**config.mk**
```make
export PLATFORM = sky130hd
export DESIGN_NAME = bios_loader
export DESIGN_NICKNAME = d
export VERILOG_FILES = /design/src/rtl/bios_loader.sv
export SDC_FILE = /design/constraint.sdc
export NUM_CORES = 1
export LEC_CHECK = 0
export ABC_AREA = 1
export CORE_UTILIZATION = 30
export DETAILED_ROUTE_END_ITERATION = 10
export MAX_ROUTING_LAYER = met4
export PLACE_DENSITY = 0.55
export SETUP_SLACK_MARGIN = 0.05
export SYNTH_ARGS = -nofsm -noshare
export SYNTH_HDL_FRONTEND = slang
export SYNTH_SLANG_ARGS = --single-unit
```
**constraint.sdc**
```tcl
create_clock -name clk -period 2.7 [get_ports clk]
set_clock_uncertainty 0.1 [all_clocks]
set_input_delay 0.675 -clock clk [delete_from_list [all_inputs] [get_ports clk]]
set_output_delay 0.675 -clock clk [all_outputs]
set_load 0.03 [all_outputs]
```
**src/rtl/bios_loader.sv**
```systemverilog
// BIOS download loader: packs MCU download bytes into 16-bit words, buffers them,
// and writes one word per alternate SDRAM frame through the BIOS port.
module bios_loader #(
    parameter int unsigned FIFO_DEPTH = 4
) (
    input  logic        clk,
    input  logic        reset_n,
    input  logic        sync,
    input  logic        dl_active,
    input  logic        dl_wr,
    input  logic [7:0]  dl_data,
    output logic        dl_ready,
    output logic [10:0] bios_addr,
    output logic [15:0] bios_din,
    output logic        bios_we,
    output logic        cpu_hold,
    output logic        done,
    output logic        overrun,
    output logic        overflow
);

    localparam int unsigned PW = $clog2(FIFO_DEPTH);
    localparam int unsigned CW = PW + 1;
    localparam logic [CW-1:0] FULL_COUNT = CW'(FIFO_DEPTH);

    typedef enum logic [1:0] {IDLE, ARM, WRITE, FLUSH} state_t;

    state_t        state, state_nxt, rest_state;
    logic          old_sync, old_active, phase, flush_pend, clear_pend;
    logic [7:0]    lo_byte;
    logic [15:0]   fifo_mem [FIFO_DEPTH];
    logic [PW-1:0] wr_ptr, rd_ptr;
    logic [CW-1:0] count;
    logic [11:0]   addr;

    logic          frame_start, dl_rise, dl_fall, do_clear;
    logic          fifo_empty, fifo_full;
    logic          byte_ok, push_req, push;
    logic [15:0]   push_word;
    logic          pop, start_write, end_write, drop_word, done_set;

    assign frame_start = sync & ~old_sync;
    assign dl_rise     = dl_active & ~old_active;
    assign dl_fall     = ~dl_active & old_active;
    // A new download's clear is deferred until the current write frame has finished
    assign do_clear    = (dl_rise | clear_pend) & (state != WRITE);

    assign fifo_empty  = (count == '0);
    assign fifo_full   = (count == FULL_COUNT);
    assign dl_ready    = ~fifo_full;

    assign byte_ok     = dl_active & dl_wr & ~do_clear;
    assign push_req    = ((byte_ok | dl_fall) & phase) & ~do_clear;
    assign push_word   = byte_ok ? {dl_data, lo_byte} : {8'h00, lo_byte};
    assign push        = push_req & (~fifo_full | pop);

    assign rest_state  = flush_pend ? FLUSH : IDLE;
    assign cpu_hold    = reset_n & (dl_active | ~fifo_empty | (state != IDLE));

    always_ff @(posedge clk or negedge reset_n) begin
        if (!reset_n) state <= IDLE;
        else          state <= state_nxt;
    end

    always_comb begin
        state_nxt   = state;
        pop         = 1'b0;
        start_write = 1'b0;
        end_write   = 1'b0;
        drop_word   = 1'b0;
        done_set    = 1'b0;
        case (state)
            IDLE: begin
                if (!fifo_empty)     state_nxt = ARM;
                else if (flush_pend) state_nxt = FLUSH;
            end
            ARM: begin
                if (!do_clear) begin
                    if (fifo_empty) begin
                        state_nxt = rest_state;
                    end else if (frame_start) begin
                        pop = 1'b1;
                        if (addr[11]) begin
                            // Beyond the BIOS window: consume the word without a write frame
                            drop_word = 1'b1;
                            state_nxt = (count > CW'(1)) ? ARM : rest_state;
                        end else begin
                            start_write = 1'b1;
                            state_nxt   = WRITE;
                        end
                    end
                end
            end
            WRITE: begin
                if (frame_start) begin
                    end_write = 1'b1;
                    state_nxt = fifo_empty ? rest_state : ARM;
                end
            end
            FLUSH: begin
                if (!fifo_empty) begin
                    state_nxt = ARM;
                end else begin
                    done_set  = 1'b1;
                    state_nxt = IDLE;
                end
            end
            default: state_nxt = IDLE;
        endcase
    end

    always_ff @(posedge clk) begin
        if (push) fifo_mem[wr_ptr] <= push_word;
    end

    always_ff @(posedge clk or negedge reset_n) begin
        if (!reset_n) begin
            old_sync   <= 1'b0;
            old_active <= 1'b0;
            phase      <= 1'b0;
            lo_byte    <= '0;
            flush_pend <= 1'b0;
            clear_pend <= 1'b0;
            wr_ptr     <= '0;
            rd_ptr     <= '0;
            count      <= '0;
            addr       <= '0;
            bios_addr  <= '0;
            bios_din   <= '0;
            bios_we    <= 1'b0;
            done       <= 1'b0;
            overrun    <= 1'b0;
            overflow   <= 1'b0;
        end else begin
            old_sync   <= sync;
            old_active <= dl_active;
            done       <= done_set;
            flush_pend <= dl_fall | (flush_pend & ~done_set);
            clear_pend <= (dl_rise | clear_pend) & ~do_clear;

            if (do_clear || dl_fall) phase <= 1'b0;
            else if (byte_ok)        phase <= ~phase;
            if (byte_ok && !phase) lo_byte <= dl_data;

            if (do_clear) begin
                wr_ptr   <= '0;
                rd_ptr   <= '0;
                count    <= '0;
                addr     <= '0;
                overrun  <= 1'b0;
                overflow <= 1'b0;
            end else begin
                if (push) wr_ptr <= wr_ptr + PW'(1);
                if (pop)  rd_ptr <= rd_ptr + PW'(1);
                count <= count + CW'(push) - CW'(pop);
                if (end_write)          addr     <= addr + 12'd1;
                if (push_req && !push)  overrun  <= 1'b1;
                if (drop_word)          overflow <= 1'b1;
            end

            if (start_write) begin
                bios_we   <= 1'b1;
                bios_addr <= addr[10:0];
                bios_din  <= fifo_mem[rd_ptr];
            end else if (end_write) begin
                bios_we   <= 1'b0;
            end
        end
    end

endmodule

```
== Yosys cells after proc, flatten, opt, wreduce, memory -nomap -nowiden ==
Memories as Yosys holds them, arrays and structs flattened. A register that Yosys moved wholly into a read port is not among the register bits.
Cells that the tools add are included.
Cells by class
  bitwise gates (word level): 26
  equal/unequal tests: 9
  reductions and logical operators: 17
  multiplexer cells: 47
  add/sub/neg operators: 5
  order comparisons: 1
Operators by type and width (count)
  2-to-1 mux 1 bit: 28
  2-to-1 mux 2 bit: 14
  2-to-1 mux 12 bit: 2
  2-to-1 mux 16 bit: 1
  nonzero test 2 bit: 8
  adder 12 x 1 -> 12 bit (second input constant): 1
  bitwise AND 1 bit: 12
  inverter 1 bit: 8
  one-hot mux 2 bit (4 select lines): 1
  inequality test 2 bit (second input constant): 3
  inequality test 3 bit (second input constant): 2
  bitwise OR 1 bit: 6
  adder 2 x 1 -> 2 bit (second input constant): 2
  equality test 2 bit (second input constant): 2
  AND reduction 4 bit: 1
  adder 3 x 1 -> 3 bit: 1
  equality test 3 bit (second input constant): 1
  greater-than comparator 3 x 1 -> 1 bit (second input constant): 1
  logical NOT 1 bit: 3
  logical NOT 3 bit: 1
  2-to-1 mux 3 bit: 1
  subtractor 3 x 1 -> 3 bit: 1
  equality test 2 x 1 -> 1 bit (second input constant): 1
  logical AND 1 bit: 2
  2 further kinds: 2
Storage, ports and cells
  memories: 1
  register bits after elaboration: 49
  output and inout port bits: 33
  input port bits: 13
  RAM bits: 64
  word-level logic and storage cells: 122
Memories
  fifo_mem: words 4, bits a word 16, rd ports 1, clocked after Yosys merged registers in 1, write ports 1, line 31  | logic [15:0] fifo_mem [FIFO_DEPTH];

== Logic depth before layout (Yosys ltp) ==
Gate-level depths: netlist of the first run.
  depth after elaboration: 14
  mapped depth: 14
  mapped depth without buffers: 14

== Least setup slack after synthesis of the first run ==
No wires, ideal clock.
  path type: input to register
  start point: in sync
  end point: reg count[2]
  cell stages on the path: 12
  slack: 156 ps
  arrival time: 2324 ps
  path buffers: 1
  required time: 2480 ps
  setup time: 120 ps
  path through: nand2_1 -> nor2_2 -> nand3_2 -> inv_2 -> buf_2 -> ha_1 -> inv_1 -> ha_1 -> inv_1 -> fa_1 -> xnor2_1 -> nor2_1
On the way
  longest elaborated chain between the ends: 10
Ends and longest elaborated chain
  start: declaration: line 8  | input logic sync,
  bitwise AND 1 bit *: line 42  | assign frame_start = sync & ~old_sync;
  2-to-1 mux 1 bit *: line 81  | end else if (frame_start) begin
  2-to-1 mux 1 bit *: line 79  | if (fifo_empty) begin
  2-to-1 mux 1 bit *: line 78  | if (!do_clear) begin
  2-to-1 mux 1 bit *: line 72  | case (state)
  bitwise OR 1 bit: line 55  | assign push = push_req & (~fifo_full | pop);
  bitwise AND 1 bit: line 55
  adder 3 x 1 -> 3 bit: line 155  | count <= count + CW'(push) - CW'(pop);
  subtractor 3 x 1 -> 3 bit *: line 155
  2-to-1 mux 3 bit *: line 145  | if (do_clear) begin
  end signal: assignment: line 155
  end: declaration: line 33  | logic [CW-1:0] count;
Mark *: on every way between the ends. The rest lies on a longest branch, timed or not.
A chain may end at the register's enable or synchronous reset.

== Worst setup path in the final report of the first run ==
  start point: reg count[1]
  end point: out dl_ready
On the way
  longest elaborated chain between the ends: 2
Ends and longest elaborated chain
  equality test 3 bit: line 49  | assign fifo_full = (count == FULL_COUNT);
  inverter 1 bit: line 50  | assign dl_ready = ~fifo_full;
  end: declaration: line 12  | output logic dl_ready,
Every way passes these cells.

==> results of run 1 <==
-- sequential cells by signal (all words and copies together) (netlist names) --
signal	cells
fifo_mem	64
bios_din	16
addr	12
bios_addr	11
lo_byte	8
count	3
rd_ptr	2
state	2
wr_ptr	2
bios_we	1
clear_pend	1
done	1
flush_pend	1
old_active	1
old_sync	1
overflow	1
overrun	1
phase	1
-- final cells by class --
| class | count | area [µm²] | share of cell area, % |
|---|---|---|---|
| Clock buffer | 17 | 425.4 | 6.092 |
| Clock inverter | 15 | 167.7 | 2.401 |
| Inverter | 50 | 187.7 | 2.688 |
| Multi-Input combinational cell | 329 | 1642 | 23.51 |
| Sequential cell | 129 | 3548 | 50.82 |
| Tap cell | 225 | 281.5 | 4.032 |
| Timing Repair Buffer | 78 | 730.7 | 10.46 |
-- report_power, final --
group / internal, µW / total, µW / switching (µW) / leakage [µW]
combinational: 782 / 2050 / 1270 / 0.00123
sequential: 2450 / 2700 / 252 / 0.00144
clock: 1440 / 2300 / 860 / 0.000279
total: 4670 / 7060 / 2380 / 0.00295
-- stage by stage --
step / hold WS, ns / util, % / instances / total power, µW
floorplan: 0.2794 / - / 526 / 3978
global placement: 0.3685 / 36.32 / 811 / 4758
detailed placement: 0.3693 / 36.32 / 811 / 4795
CTS: 0.3849 / 39.73 / 843 / 7105
global route: 0.3887 / 39.82 / 843 / 7464
finish: 0.3653 / 39.82 / 843 / 7057
-- repair_timing --
item,4_1_cts,5_1_grt
pin swaps,0,1
gates resized for setup,1,5
endpoints found under the setup margin,1,3
-- kinds of logic (layout without fill, tap and decap cells) --
kind of cell / after synthesis / in the layout
flops: 129 / 129
xor+xnor: 2 / 2
simple gates: 230 / 230
compound gates: 88 / 88
buf+inv: 68 / 160
fa+ha+maj: 9 / 9
-- how the worst min path moves through the flow --
| stage | to | cells after the start |
|---|---|---|
| detailed placement | bios_din[7] | 2 |
| CTS | bios_din[7] | 2 |
| global placement | bios_din[8] | 2 |
| floorplan | addr[0] | 0 |
| global route | old_active | 1 |
| finish | clear_pend | 2 |
-- worst max-delay path, cell delays in order, from the launching register on --
cell and delay, ns:
dfrtp_1 0.45, nor3_2 0.24, inv_1 0.07, clkdlybuf4s50_1 0.59
-- layout by cell type (no fill, tap or decap), types with 2 or more instances in the layout --
master and instances:
nand2_1 98, nor2_1 66, dfrtp_1 65, edfxtp_1 64, o21ai_0 53, inv_1 46
clkdlybuf4s50_1 42, nand3_1 35, buf_4 31, o22ai_1 17, clkbuf_16 17, nand4_1 9
o21ai_2 8, ha_1 8, nand2_2 6, nor3_1 6, a21oi_1 6, clkinv_1 5
inv_2 3, clkinvlp_4 3, bufinv_16 3, clkinv_4 3, buf_12 3, nor2_2 2
nand2_4 2
-- layer usage --
metal  routed length (µm)  vias to the layer above  track usage [%]
li1                     -                     1939                -
met1                 5594                     1905            17.48
met2                 6091                       66            24.35
met3                  383                       17            4.037
met4                  207                        0            5.128
met5                    0                        -                -
==> impl_metrics.toml, run 1 <==
[sta]
timing.final.max_slew_violations = 0
fin_ws_ns = 0.1496
worst_pin_slew_ns = 0.8669
slew_headroom_pct = 42.21
totalNegativeSetupSlack_ns = 0
final-setup-viol-count = 0
hold_viol_final = 0
period_share_pct = 94.46
period_minus_slack_ns = 2.550
fmax_ghz = 0.3921
rsz0062_at_grt = "true"

[route]
drt_wl_total_um = 12280
drt-initial-drc-count = 305
vias = 3927
viasPerCell = 4.658
antenna_left = 0
wl_per_cell_um = 14.56
dr.pass1.iters = 4
remaining_drc_errors = 0

[critical_path]
worst-r2r-cell-count = 13
startpoint = "count[1]"
worstPathRequired_ns = 1.92
end_kind = "primary output"
critical_path_class = "reg -> out"
critPathArrivalTime_ns = 1.78
endpoint = "dl_ready"
r2r-end = "count[2]"
r2r_start = "state[1]"
r2r_slack_ns = 0.34
critPathLaunchType = "flop"
path_max_fanout = 5

[logic_synthesis]
muxShareOfSynthArea_pct = 0
synth_area_leader_cell = "edfxtp_1"
synth_top_family_by_area = "simple AND/OR/NAND/NOR gates"
ys.flop_type = "dfrtp_1"
ys_seq_elements = 129
synthCells = 526
synth_compound_area_share_pct = 9.203
postSynthAreaPerCell_um2 = 10.39
yosysWarnings = 0
synthXorXnorAreaFrac_pct = 0.3205
yosys.area.top_type_share_pct = 35.16
synthesis.nets = 548
async_reset_ff_share_pct = 50.39
yosys.area_share.adder_pct = 2.198
synthTopCellsByCount = "nand2_1, nor2_1, dfrtp_1"
synth_area_leaders = "edfxtp_1, dfrtp_1, nand2_1, o21ai_0, nor2_1"
synth_simple_gate_area_share_pct = 17.99
synth.most_common_cell = "nand2_1"
synthDistinctLibCells = 34
synth-seq-area-share_pct = 64.93
synthesis.area_mm2 = 0.005465
synth_edf_count = 64

[cts]
clock_latency_ns = 0.42
post-cts-setup-buffer-count = 0
clk_pin_slew_ns = 0.06
clockRootBuffer = "clkbuf_16"
htreeDepth = 4
cts_tree = "built"
cts_buffer_depth = 2
cts_sinks = 129
cts_hold_buf = 0
cts_buffers = 17

[final_layout]
synthToLayoutAreaGrowth_pct = 27.77
diodes = 0
fin_nets = 627
n_fill_cell = 1704
drive_gt1_share_pct = 14.24
fin_area_mm2 = 0.006983

[place]
io_buffers = 45
placed_area_mm2 = 0.006370
dpl_worst_slack_ns = -0.3705
dp_hpwl_um = 8229
place_congestion = 0.8344

[power_and_ir_drop]
p_leak_uw = 0.002954
peakVddDrop_v = 0.0004605
p_per_area_mw_per_mm2 = 1011

[die]
die_w_um = 137.0
die_h_um = 137.0
num_io_pins = 46
initial_core_util_pct = 31.16
core_mm2 = 0.01754
rows = 48
die_area_mm2 = 0.01876

[global_route]
grt_pass1_wl_um = 20270
grt_antenna_before_repair = 0
grt-ovfl-total = 0
grt_max_degree = 66
grt_pass1_vias = 3964
grt_usage_pct = 14.84

[status]
outcome = "finished clean"

[hold_path]
worstHoldPathType = "in -> async"

[job]
maxCapViolCount = 0
Power figures use the tool's default switching activity.
==> run 2: changes to the inputs <==
- CAP_MARGIN: unset -> 20
- CTS_CLUSTER_DIAMETER: unset -> 80
==> results of run 2 <==
Same layout as run 1: the final DEF is identical, and so are final timing and power.
